`config.mk`:
```
export PLATFORM = sky130hd
export DESIGN_NAME = gxl01_pixel_assembler
export DESIGN_NICKNAME = d
export VERILOG_FILES = /design/src/rtl/gxl01_pkg.sv /design/src/rtl/gxl01_pixel_fifo.sv /design/src/rtl/gxl01_pixel_assembler.sv
export SDC_FILE = /design/constraint.sdc
export NUM_CORES = 1
export LEC_CHECK = 0
export ABC_AREA = 1
export CAP_MARGIN = 10
export CORE_ASPECT_RATIO = 2
export CORE_MARGIN = 4
export CORE_UTILIZATION = 45
export CTS_CLUSTER_SIZE = 24
export DETAILED_ROUTE_END_ITERATION = 8
export PLACE_DENSITY = 0.75
export SYNTH_ARGS = -nofsm -noshare
export SYNTH_HDL_FRONTEND = slang
export SYNTH_SLANG_ARGS = --single-unit
```
`constraint.sdc`:
```
create_clock -name CLK -period 2.03 [get_ports CLK]
set_clock_uncertainty 0.1 [all_clocks]
set_input_delay 0.203 -clock CLK [delete_from_list [all_inputs] [get_ports CLK]]
set_output_delay 0.203 -clock CLK [all_outputs]
set_load 0.005 [all_outputs]
```
`src/rtl/gxl01_pkg.sv`:
```
// Shared widths, pixel word format and helpers for the GXL01 pixel assembler.
// Build option GXL01_TRANSPARENCY_EN is consumed by gxl01_pixel_assembler.
package gxl01_pkg;

    localparam int PIXEL_W     = 4;
    localparam int ATTR_W      = 6;
    localparam int FIFO_DEPTH  = 4;
    localparam int TILE_PIXELS = 8;

    // FIFO_DEPTH and TILE_PIXELS are powers of two so pointers and the tile counter wrap naturally
    localparam int PTR_W       = $clog2(FIFO_DEPTH);
    localparam int CNT_W       = $clog2(FIFO_DEPTH + 1);
    localparam int TILE_CNT_W  = $clog2(TILE_PIXELS);
    localparam int STALL_LEVEL = FIFO_DEPTH - 1;
    localparam int OUT_W       = ATTR_W + PIXEL_W;

    typedef struct packed {
        logic [ATTR_W-1:0]  attr;
        logic [PIXEL_W-1:0] index;
    } pixel_t;

    typedef enum logic [1:0] {
        SEQ_OK,
        SEQ_STRAY,
        SEQ_RESTART
    } seq_chk_t;

    function automatic logic is_opaque(input pixel_t px);
        return px.index != '0;
    endfunction

endpackage

```
`src/rtl/gxl01_pixel_fifo.sv`:
```
// Small synchronous FIFO of assembled pixels; head entry is read straight from storage.
// A push while full is only taken when a pop frees the head slot in the same cycle.
module gxl01_pixel_fifo
    import gxl01_pkg::*;
(
    input  logic             i_clk,
    input  logic             i_rst,
    input  logic             i_push,
    input  logic             i_pop,
    input  pixel_t           i_wdata,
    output pixel_t           o_rdata,
    output logic             o_full,
    output logic             o_empty,
    output logic [CNT_W-1:0] o_count
);

    pixel_t           r_mem [FIFO_DEPTH];
    logic [PTR_W-1:0] r_wr_ptr;
    logic [PTR_W-1:0] r_rd_ptr;
    logic [CNT_W-1:0] r_count;
    logic             w_do_push;
    logic             w_do_pop;

    assign o_full    = (r_count == CNT_W'(FIFO_DEPTH));
    assign o_empty   = (r_count == '0);
    assign o_count   = r_count;
    assign o_rdata   = r_mem[r_rd_ptr];

    assign w_do_pop  = i_pop & ~o_empty;
    assign w_do_push = i_push & (~o_full | w_do_pop);

    always_ff @(posedge i_clk) begin
        if (i_rst) begin
            r_wr_ptr <= '0;
            r_rd_ptr <= '0;
            r_count  <= '0;
        end else begin
            if (w_do_push) begin
                r_wr_ptr <= r_wr_ptr + PTR_W'(1);
            end
            if (w_do_pop) begin
                r_rd_ptr <= r_rd_ptr + PTR_W'(1);
            end
            if (w_do_push && !w_do_pop) begin
                r_count <= r_count + CNT_W'(1);
            end else if (w_do_pop && !w_do_push) begin
                r_count <= r_count - CNT_W'(1);
            end
        end
    end

    // Storage carries no reset; consumers gate the head with o_empty
    always_ff @(posedge i_clk) begin
        if (w_do_push) begin
            r_mem[r_wr_ptr] <= i_wdata;
        end
    end

endmodule

```
`src/rtl/gxl01_pixel_assembler.sv`:
```
// Assembles bitplane bits plus tile attribute into palette pixels, buffers them and tracks tile sequencing.
// Define GXL01_TRANSPARENCY_EN to drop index-0 pixels from the output stream (they still count toward the tile).
module gxl01_pixel_assembler
    import gxl01_pkg::*;
(
    input  logic               CLK,
    input  logic               RST,
    input  logic [PIXEL_W-1:0] PLANE_IN,
    input  logic               PX_VALID,
    input  logic               TILE_START,
    input  logic [ATTR_W-1:0]  ATTR,
    output logic               PX_STALL,
    output logic               OUT_VALID,
    input  logic               OUT_READY,
    output logic [OUT_W-1:0]   OUT_PIXEL,
    output logic               OUT_OPAQUE,
    output logic               TILE_DONE,
    output logic               ERR_SEQ
);

    logic                  w_pop;
    logic                  w_accept;
    logic                  w_push;
    logic                  w_drop;
    logic                  w_full;
    logic                  w_empty;
    logic [CNT_W-1:0]      w_count;
    pixel_t                w_in_pixel;
    pixel_t                w_head;
    seq_chk_t              w_seq;

    logic [TILE_CNT_W-1:0] r_pix_cnt;
    logic [ATTR_W-1:0]     r_attr;
    logic                  r_tile_done;
    logic                  r_err;

    assign w_pop    = ~w_empty & OUT_READY;
    assign w_accept = PX_VALID & (~w_full | w_pop);
    assign w_drop   = PX_VALID & w_full & ~w_pop;

    assign w_in_pixel.attr  = TILE_START ? ATTR : r_attr;
    assign w_in_pixel.index = PLANE_IN;

`ifdef GXL01_TRANSPARENCY_EN
    assign w_push     = w_accept & is_opaque(w_in_pixel);
    assign OUT_OPAQUE = 1'b1;
`else
    assign w_push     = w_accept;
    assign OUT_OPAQUE = ~w_empty & is_opaque(w_head);
`endif

    gxl01_pixel_fifo u_fifo (
        .i_clk   (CLK),
        .i_rst   (RST),
        .i_push  (w_push),
        .i_pop   (w_pop),
        .i_wdata (w_in_pixel),
        .o_rdata (w_head),
        .o_full  (w_full),
        .o_empty (w_empty),
        .o_count (w_count)
    );

    assign OUT_VALID = ~w_empty;
    assign OUT_PIXEL = w_empty ? '0 : w_head;
    assign PX_STALL  = (w_count >= CNT_W'(STALL_LEVEL));
    assign TILE_DONE = r_tile_done;
    assign ERR_SEQ   = r_err;

    // A stray pixel outside any tile, or a restart in the middle of one
    always_comb begin
        w_seq = SEQ_OK;
        if (PX_VALID) begin
            if (TILE_START && (r_pix_cnt != '0)) begin
                w_seq = SEQ_RESTART;
            end else if (!TILE_START && (r_pix_cnt == '0)) begin
                w_seq = SEQ_STRAY;
            end
        end
    end

    // Counter value 0 means "between tiles"; a stray pixel is buffered but does not open a tile
    always_ff @(posedge CLK) begin
        if (RST) begin
            r_pix_cnt   <= '0;
            r_attr      <= '0;
            r_tile_done <= 1'b0;
            r_err       <= 1'b0;
        end else begin
            r_tile_done <= 1'b0;
            if (w_accept) begin
                if (TILE_START) begin
                    r_pix_cnt <= TILE_CNT_W'(1);
                    r_attr    <= ATTR;
                end else if (r_pix_cnt != '0) begin
                    r_pix_cnt <= r_pix_cnt + TILE_CNT_W'(1);
                    if (r_pix_cnt == TILE_CNT_W'(TILE_PIXELS - 1)) begin
                        r_tile_done <= 1'b1;
                    end
                end
            end
            if ((w_seq != SEQ_OK) || w_drop) begin
                r_err <= 1'b1;
            end
        end
    end

endmodule

```
==> impl_metrics.py <==
metrics = {
    "sta": {
        "hold_violations": 0,
        "min_period_over_period": 0.960,
        "drv_slew": 0,
        "rsz0062_at_grt": "yes",
        "whs_ns": 0.354,
        "fin_crit_ns": 1.95,
        "slew_headroom": 0.850,
        "setup_viol": 0,
        "tightestPinTransition_ns": 0.224,
        "max_freq_mhz": 513,
    },
    "synth": {
        "synth-seq-cells": 60,
        "synthArstFlopShare": 0,
        "yosys-top-cells-count": "nand2_1, nor2_1, edfxtp_1, dfxtp_1, o21ai_0",
        "ys.flop_type": "edfxtp_1",
        "ys_seq_area_frac": 0.598,
        "yosysUniqueCellTypes": 26,
        "synth_nets": 294,
        "synth_edf_count": 40,
        "yosys.area.top_type_share": 0.449,
        "yosysTopAreaCell": "edfxtp_1",
        "syn_area_per_cell_um2": 9.91,
        "syn_area_um2": 2680,
        "synthCells": 270,
        "synth.area.top_cells": "edfxtp_1, dfxtp_1, nand2_1",
        "yosys_warnings": 0,
    },
    "global_routing": {
        "grt_max_degree": 21,
        "overflow": 0,
        "grt_pass1_vias": 1993,
        "antenna_found_initial": 0,
        "track_usage": 0.160,
        "grt_first_pass_wirelength_um": 8890,
    },
    "layout": {
        "final_util": 0.592,
        "drive_gt1_frac": 0.185,
        "nets": 344,
        "final_area_um2": 3410,
        "area_delta_synth_final_pct": 27.4,
        "num_antenna_cells": 0,
    },
    "flow_run": {
        "maxCapViolCount": 0,
    },
    "clock_network": {
        "h-tree-depth": 3,
        "cts_buffer_depth": 2,
        "clk_pin_slew_ns": 0.05,
        "cts.sinks": 60,
        "cts_buffers": 9,
        "cts-root-buf": "clkbuf_16",
        "clk_latency_ns": 0.33,
        "cts_tree": "yes",
    },
    "power": {
        "leakagePower_uw": 0.00141,
        "peakVddDrop_mv": 0.710,
        "powerDensity_nw_per_um2": 1240,
    },
    "route": {
        "wl_per_cell_um": 13.5,
        "drc_errors": 0,
        "drtIter0Drc": 86,
        "wl_um": 5230,
        "vias_per_cell": 5.02,
        "dr.pass1.iters": 4,
        "num_vias": 1936,
        "ant_nets": 0,
    },
    "place": {
        "dp_hpwl_um": 3650,
        "port-buffer-count": 29,
        "place_congestion": 0.717,
        "dpl_cell_area_um2": 3080,
    },
    "die": {
        "ioPinCount": 30,
        "fp.dieArea_um2": 7320,
        "die_y_um": 117,
        "core_area_um2": 5760,
        "placementRows": 39,
        "start_util": 0.465,
        "die_x_um": 62.5,
    },
    "worst_setup_path": {
        "cp_top_family": "buffers and inverters",
        "critPathBufInv": 2,
        "slowest_stage": "clkdlybuf4s50_1",
        "crit_chain": "inv_6 > nand2_1 > nand3_1 > nand2_1 > nor2_1 > clkdlybuf4s50_1",
        "cp.required_ns": 1.73,
        "worstSetupEndpointType": "output port",
        "critPathArrivalTime_ns": 1.64,
        "path_class": "reg -> out",
        "max_stage_delay_ns": 0.50,
        "critPathLaunchType": "flop",
        "cpMostUsedCell": "nand2_1",
        "cp_max_fo": 20,
    },
    "worst_hold_path": {
        "hp-class": "reg -> reg",
    },
    "outcome": {
        "status": "finished, final reports clean",
    },
}
metal layers:
layer,up-vias,routed length [um],GRT usage
met4,0,144,0.102
met3,11,179,0.0334
met1,898,1940,0.150
li1,984,-,-
met5,-,0,0
met2,43,2970,0.312
final timing paths:
path                                                     start                              to  slack (ns)  cells past startpoint
worst min register to register            ERR_SEQ$_SDFFE_PP0P_            ERR_SEQ$_SDFFE_PP0P_        0.35                      2
worst max register to register  u_fifo.o_count[0]$_SDFFE_PP0P_  u_fifo.o_count[2]$_SDFFE_PP0P_        0.16                     10
worst min-delay path                      ERR_SEQ$_SDFFE_PP0P_            ERR_SEQ$_SDFFE_PP0P_        0.35                      2
worst max-delay path                                      flop                    OUT_PIXEL[1]        0.08                      6
cell type report:
| cell class | count | area, um^2 |
|---|---|---|
| Clock buffer | 14 | 264 |
| Clock inverter | 2 | 10.0 |
| Fill cell | 470 | 2350 |
| Inverter | 25 | 106 |
| Multi-Input combinational cell | 176 | 902 |
| Sequential cell | 60 | 1610 |
| Tap cell | 61 | 76.3 |
| Timing Repair Buffer | 48 | 442 |
cell usage in the layout (no fill, tap or decap), drive strengths merged:
master         count
clkinv             3
nor2              57
nand2             54
nand4              1
fa                 1
o21ai             27
clkbuf            14
inv               24
a21oi             12
xor2               1
clkdlybuf4s15      1
clkdlybuf4s50     22
buf               19
dfxtp             20
nand3             15
ha                 8
edfxtp            40
dlygate4sd2        6
sequential cells by signal, indices dropped and copies added (netlist names), named ones only:
signal and cells:
u_fifo.r_mem 40, r_attr 6, r_pix_cnt 3, u_fifo.o_count 3, u_fifo.r_rd_ptr 2, u_fifo.r_wr_ptr 2
ERR_SEQ 1, TILE_DONE 1
timing repair:
item,CTS,global route
setup endpoints to repair,11,5
buffers inserted,2,2
hold buffers,0,0
gates resized for setup,18,5
per-stage QoR:
step                worst slack, ns  power [uW]  setup TNS (ns)  cells
CTS                          0.0138        4240               0    384
global placement            -0.0376        2850         -0.0428    366
global route                -0.0178        4490         -0.0320    386
floorplan                     0.139        2310               0    270
finish                       0.0820        4230               0    386
detailed placement          -0.0850        2880          -0.166    366
where the power goes:
group	leakage [uW]	internal [uW]	switching, uW	total (uW)
registers	0.000537	1470	94.7	1560
logic	0.000735	604	701	1300
clock network	0.000137	886	478	1360
total	0.00141	2960	1270	4230
cell families (layout without fill, tap and decap cells):
family | after synthesis | in the layout | share of synthesized area
fa+ha+maj | 9 | 9 | 0.0449
flops | 60 | 60 | 0.598
xor+xnor | 1 | 1 | 0.00327
buf+inv | 34 | 89 | 0.0645
compound gates | 39 | 39 | 0.0813
simple gates | 127 | 127 | 0.208
worst reg2reg max path: stages, from the launching register on:
cell,delay (ns)
dfxtp_2,0.35
nor2_4,0.17
nand2_4,0.10
nand2_4,0.07
ha_1,0.16
inv_1,0.07
fa_1,0.38
nand2_1,0.08
nand3_1,0.07
o21ai_0,0.15
a21oi_1,0.06
Power figures use the tool's default switching activity.
